===== src/rtl/local_hist_table_pkg.sv =====
// Shared types for the local branch history table: history word, FSM states, shift helper.
// hist_t is sized by LHT_HIST_WIDTH; the table's HIST_WIDTH parameter must track it.
package lht_pkg;

    localparam int LHT_HIST_WIDTH  = 8;
    localparam int LHT_INDEX_WIDTH = 6;

    typedef logic [LHT_HIST_WIDTH-1:0] hist_t;

    typedef enum logic {
        LHT_IDLE = 1'b0,
        LHT_HOLD = 1'b1
    } lht_state_e;

    // Newest outcome enters at the LSB; the oldest bit falls off the MSB.
    function automatic hist_t shift_in(hist_t old, logic outcome);
        return {old[LHT_HIST_WIDTH-2:0], outcome};
    endfunction

endpackage


===== src/rtl/lht_spec_array.sv =====
// Speculative history storage: two shift ports with same-entry merge, bulk load, two raw read ports.
module lht_spec_array
    import lht_pkg::*;
#(
    parameter int HIST_WIDTH  = LHT_HIST_WIDTH,
    parameter int INDEX_WIDTH = LHT_INDEX_WIDTH
) (
    input  logic                   clock,
    input  logic                   reset,
    input  logic                   en0,
    input  logic                   taken0,
    input  logic [INDEX_WIDTH-1:0] idx0,
    input  logic                   en1,
    input  logic                   taken1,
    input  logic [INDEX_WIDTH-1:0] idx1,
    input  logic                   load,
    input  hist_t                  load_data [2**INDEX_WIDTH],
    input  logic [INDEX_WIDTH-1:0] rd_idx0,
    input  logic [INDEX_WIDTH-1:0] rd_idx1,
    output logic [HIST_WIDTH-1:0]  rd_hist0,
    output logic [HIST_WIDTH-1:0]  rd_hist1
);

    localparam int DEPTH = 2**INDEX_WIDTH;

    hist_t spec_q [DEPTH];

    always_ff @(posedge clock) begin
        if (reset) begin
            for (int i = 0; i < DEPTH; i++) spec_q[i] <= '0;
        end else if (load) begin
            for (int i = 0; i < DEPTH; i++) spec_q[i] <= load_data[i];
        end else begin
            for (int i = 0; i < DEPTH; i++) begin
                // Same-entry pair: slot 0 is the older branch, so it shifts in first.
                if (en0 && idx0 == INDEX_WIDTH'(i) && en1 && idx1 == INDEX_WIDTH'(i))
                    spec_q[i] <= shift_in(shift_in(spec_q[i], taken0), taken1);
                else if (en0 && idx0 == INDEX_WIDTH'(i))
                    spec_q[i] <= shift_in(spec_q[i], taken0);
                else if (en1 && idx1 == INDEX_WIDTH'(i))
                    spec_q[i] <= shift_in(spec_q[i], taken1);
            end
        end
    end

    assign rd_hist0 = spec_q[rd_idx0];
    assign rd_hist1 = spec_q[rd_idx1];

endmodule


===== src/rtl/local_hist_table.sv =====
// Local branch history table with speculative/committed copies and flush recovery.
// Optional macro LHT_INTRA_BUNDLE_FWD_EN forwards slot 0's prediction to slot 1's read.
module local_hist_table
    import lht_pkg::*;
#(
    parameter int HIST_WIDTH  = LHT_HIST_WIDTH,
    parameter int INDEX_WIDTH = LHT_INDEX_WIDTH
) (
    input  logic                   clock,
    input  logic                   reset,
    input  logic [INDEX_WIDTH-1:0] rd_idx0,
    input  logic [INDEX_WIDTH-1:0] rd_idx1,
    output logic [HIST_WIDTH-1:0]  rd_hist0,
    output logic [HIST_WIDTH-1:0]  rd_hist1,
    input  logic                   spec_en0,
    input  logic                   spec_taken0,
    input  logic [INDEX_WIDTH-1:0] spec_idx0,
    input  logic                   spec_en1,
    input  logic                   spec_taken1,
    input  logic [INDEX_WIDTH-1:0] spec_idx1,
    input  logic                   cmt_en,
    input  logic                   cmt_taken,
    input  logic [INDEX_WIDTH-1:0] cmt_idx,
    input  logic                   flush,
    output logic                   busy
);

    // state    | meaning
    // LHT_IDLE | normal operation, speculative updates accepted
    // LHT_HOLD | one cycle after a flush copy; speculative updates dropped
    localparam int DEPTH = 2**INDEX_WIDTH;

    lht_state_e state_q;
    hist_t      arch_q    [DEPTH];
    hist_t      arch_next [DEPTH];
    logic       hold;
    logic       spec_block;
    logic [HIST_WIDTH-1:0] arr_hist1;

    assign hold       = (state_q == LHT_HOLD);
    assign spec_block = flush || hold;
    assign busy       = hold;

    // The post-commit value feeds both the ARCH register and the flush copy.
    always_comb begin
        for (int i = 0; i < DEPTH; i++) arch_next[i] = arch_q[i];
        if (cmt_en) arch_next[cmt_idx] = shift_in(arch_q[cmt_idx], cmt_taken);
    end

    always_ff @(posedge clock) begin
        if (reset) begin
            state_q <= LHT_IDLE;
            for (int i = 0; i < DEPTH; i++) arch_q[i] <= '0;
        end else begin
            state_q <= flush ? LHT_HOLD : LHT_IDLE;
            for (int i = 0; i < DEPTH; i++) arch_q[i] <= arch_next[i];
        end
    end

    lht_spec_array #(
        .HIST_WIDTH  (HIST_WIDTH),
        .INDEX_WIDTH (INDEX_WIDTH)
    ) u_spec (
        .clock     (clock),
        .reset     (reset),
        .en0       (spec_en0 && !spec_block),
        .taken0    (spec_taken0),
        .idx0      (spec_idx0),
        .en1       (spec_en1 && !spec_block),
        .taken1    (spec_taken1),
        .idx1      (spec_idx1),
        .load      (flush),
        .load_data (arch_next),
        .rd_idx0   (rd_idx0),
        .rd_idx1   (rd_idx1),
        .rd_hist0  (rd_hist0),
        .rd_hist1  (arr_hist1)
    );

`ifdef LHT_INTRA_BUNDLE_FWD_EN
    logic fwd1;
    assign fwd1     = spec_en0 && (spec_idx0 == rd_idx1) && !spec_block;
    assign rd_hist1 = fwd1 ? shift_in(arr_hist1, spec_taken0) : arr_hist1;
`else
    assign rd_hist1 = arr_hist1;
`endif

endmodule


===== config.mk =====
export PLATFORM = sky130hd
export DESIGN_NAME = local_hist_table
export DESIGN_NICKNAME = d
export VERILOG_FILES = /design/src/rtl/local_hist_table_pkg.sv /design/src/rtl/lht_spec_array.sv /design/src/rtl/local_hist_table.sv
export SDC_FILE = /design/constraint.sdc
export NUM_CORES = 2
export LEC_CHECK = 0
export ABC_AREA = 0
export CAP_MARGIN = 20
export CORE_UTILIZATION = 55
export DETAILED_ROUTE_END_ITERATION = 10
export PLACE_DENSITY_LB_ADDON = 0.15
export SLEW_MARGIN = 20
export SYNTH_ARGS = -nofsm -noshare
export SYNTH_HDL_FRONTEND = slang
export SYNTH_SLANG_ARGS = --single-unit

===== constraint.sdc =====
create_clock -name clock -period 4.07 [get_ports clock]
set_input_delay 1.0175 -clock clock [delete_from_list [all_inputs] [get_ports clock]]
set_output_delay 1.0175 -clock clock [all_outputs]
set_load 0.02 [all_outputs]

==> summary.md <==
| Metric | Value |
|---|---|
| Status | complete, but fails checks |
| Failing checks | negative setup slack |
| Mapped Nets | between 5000 and 6000 |
| Final Non-Filler Cells | 7859 |
| Crit start category | register |
| Slowest-stage cell, CP | edfxtp_1 |
| Antenna viol nets, final | 0 |
| CTS tree | yes |
| Cells along the critical path | mux4_2 > mux4_2 > a22oi_2 > buf_4 > nand2_4 > buf_6 |
| Core ar. | ~110000 um^2 |
| Highest net fanout along the worst path | 4 |
| Die width | approximately 330 um |
| Tot GR Track Use | between 50% and 60% |
| Final hold vios | 0 |
| Period Utilization, post-route | 106.3% |
| Post-route DRC | 0 |
| Finished Core Util | between 60 and 70% |
| Htree depth | 3 |
| Worst path max stage delay | 580 ps |
| Setup_tns | -1409 ps |
| Clk_lat worst skew | about 760 ps |
| First-pass GRT wire length | approximately 410000 um |
| Final setup vio count | 16 |
| # fillers | approximately 8600 |
| Final WL | ~300000 um |
| Initial Utilization | roughly 56% |
| Post-route design area | about 73000 um^2 |
| Die Footprint | around 110000 um^2 |
| Peak supply drop | just under 0.5 mV |
| Worst slack, placed | -863.1 ps |
| Ys async rst share | 0% |
| Final setup margin | -258.0 ps |
| DRT iter0 DRCs | 10170 |
| Mapped Cells | between 5000 and 6000 |
| Max Root-Sink Buffers | 3 |
| Final Skew | ~44 ps |
| CTS Hold Bufs | 0 |
| Wire per inst | 38.03 um |
| Clk slew on worst S/H paths | approximately 60 ps |
| Share of layout cells above drive strength 1 | approximately 28% |
| Max-slew headroom | 22.41% |
| Register area share after synthesis | 42.20% |
| Initial antenna violation count | 30 |
| Vias | roughly 60000 |
| Syn_area_per_cell | 10.52 um^2 |
| Netlist cell types | ~110 |
| Pwr dens | ~350 nW/um^2 |
| GRT overflow | 0 |
| Final number of max-transition violations | 0 |
| Max Fclk | between 200 and 250 MHz |
| Clk root buf | clkbuf_16 |
| Design Power | roughly 25 mW |
| I/O Buffers | between 50 and 60 |
| Io pins | 56 |
| Global placement routability congestion | roughly 1.1 |
| WS Path Type | register to output pin |
| Max-cap viol count | 0 |
| Unrepaired setup endpoints after global routing | yes |
| Vias in the first global route | about 54000 |
| Die span in y | about 330 um |
| Syn. warnings | 0 |
| Placed cell count | 7593 |
| WP data arrival | roughly 3300 ps |
| Rows | approximately 120 |
| Post-DR vias/cell | about 7.5 |
| Post-Syn Area | approximately 61000 um^2 |
| Post-DP HPWL | between 200000 and 250000 um |
| First-pass iteration count of the detailed router | 10 |
| Worst Max-Slew Pin Slew | ~1100 ps |
| Synth Flop Type | dfxtp_1 |
| Largest net degree at the start of global routing | between 150 and 200 |
| R2R Setup Slk | 540 ps |
| Fin nets | 6313 |
| Area grow syn2layout | 20.39% |
| CTS Sinks | just over 1000 |
| Cts bufs inserted | approximately 110 |
| Worst Path Required | a little over 3000 ps |
| EDFF count, synth | around 510 |
| Worst Hold Margin | 483.1 ps |
| Critical path's most frequent cell | mux4_2 |
| Crit end category | output pin |
| DP Area | ~68000 um^2 |
| Flops & latches, synth | about 1000 |
| Worst min-delay path class | register to register |
| Static Leak | 27.02 nW |
| Min cycle time layout | between 4000 and 5000 ps |
-- worst max-delay path: cells and delay by family (launching register included) --
| kind | cells | cell delay, ps |
|---|---|---|
| multiplexers | 2 | 1030 |
| flip-flops | 1 | 580 |
| AO/OA/AOI/OAI | 1 | 540 |
| buffers and inverters | 2 | 360 |
| AND/OR/NAND/NOR | 1 | 50 |
-- state kept, by name, indices dropped and copies added (netlist names) --
register,flops
arch_q,512
busy,1
u_spec.spec_q,512
-- metal layers --
layer | share of wire (%) | up-vias | track usage (%)
met4 | 10 | 24 | 41.07
met2 | 40 | 5343 | 72.93
li1 | - | 23320 | -
met3 | 17 | 1509 | 21.61
met1 | 33 | 28420 | 64.84
met5 | 0.059 | - | 0
-- power breakdown --
group / internal [mW] / switching (mW) / total [mW]
sequential: 11.1 / 0.563 / 11.7
clock: 6.24 / 4.60 / 10.8
combinational: 1.25 / 1.70 / 2.95
-- cells by family after synthesis --
kind of cell    Yosys count  share of synthesized area (%)
flops                  1025                          42.20
xor+xnor                 45                         0.6486
buf+inv                 498                          3.785
simple gates           2063                          15.39
compound gates         1255                          14.59
mux                     888                          23.39
-- area by class of cell --
| type | count | area (um^2) | area share (%) |
|---|---|---|---|
| Timing Repair Buffer | 869 | 8553 | 11.69 |
| Tap cell | 1476 | 1847 | 2.524 |
| Inverter | 15 | 56.30 | 0.07697 |
| Clock inverter | 51 | 539.3 | 0.7372 |
| Antenna cell | 10 | 25.02 | 0.03421 |
| Sequential cell | 1025 | 25640 | 35.06 |
| Multi-Input combinational cell | 4251 | 33150 | 45.31 |
| Clock buffer | 162 | 3342 | 4.568 |
-- timing repair --
action | in CTS | in global routing
resized for setup | 136 | 45
pin swaps | 23 | 16
cloned | 6 | 2
endpoints found under the setup margin | 16 | 16
buffers inserted | 24 | 18
-- cells in the mapped netlist (18+ instances only) --
master     count  area, um^2
a2111oi_0     92       805.8
a211oi_1     204        1531
a21oi_1      254        1271
a221o_1       20       200.2
a221oi_1      31       271.5
a22o_1        24       210.2
a22oi_1       94       705.7
a31oi_1       42       262.8
and2_1        41       256.5
and3_1        23       143.9
buf_1         57       214.0
buf_2        112       560.5
buf_4         24       180.2
clkbuf_1     267        1002
dfxtp_1      513       10270
edfxtp_1     512       15370
mux2_2       175        1971
mux2i_1      305        3053
mux4_2       408        9189
nand2_1      486        1824
nand3_1      174       870.8
nor2_1       985        3697
nor3_1       123       615.6
o211ai_1      28       210.2
o21a_1        31       232.7
o21ai_0      135       675.7
o21ai_1       29       145.1
o221ai_1      84       735.7
o22a_1        18       157.7
o22ai_1       67       419.2
or2_2         21       131.4
or3_1         31       193.9
xor2_1        38       332.8
-- placed cells by master, fill, tap and decap left out, types with 175 or more instances in the layout --
master	count
mux4_2	408
dfxtp_1	513
a21oi_1	254
nand2_1	471
a211oi_1	204
buf_4	657
mux2_2	175
mux2i_1	305
nor2_1	983
edfxtp_1	512
-- final timing paths --
path                   startpoint                    to  depth (start not counted)
max          u_spec.spec_q[60][3]           rd_hist1[3]                          6
min                 arch_q[41][0]         arch_q[41][0]                          2
max reg2reg                  busy  u_spec.spec_q[15][4]                          8
min reg2reg         arch_q[41][0]         arch_q[41][0]                          2
(Power assumes the default switching activity.)
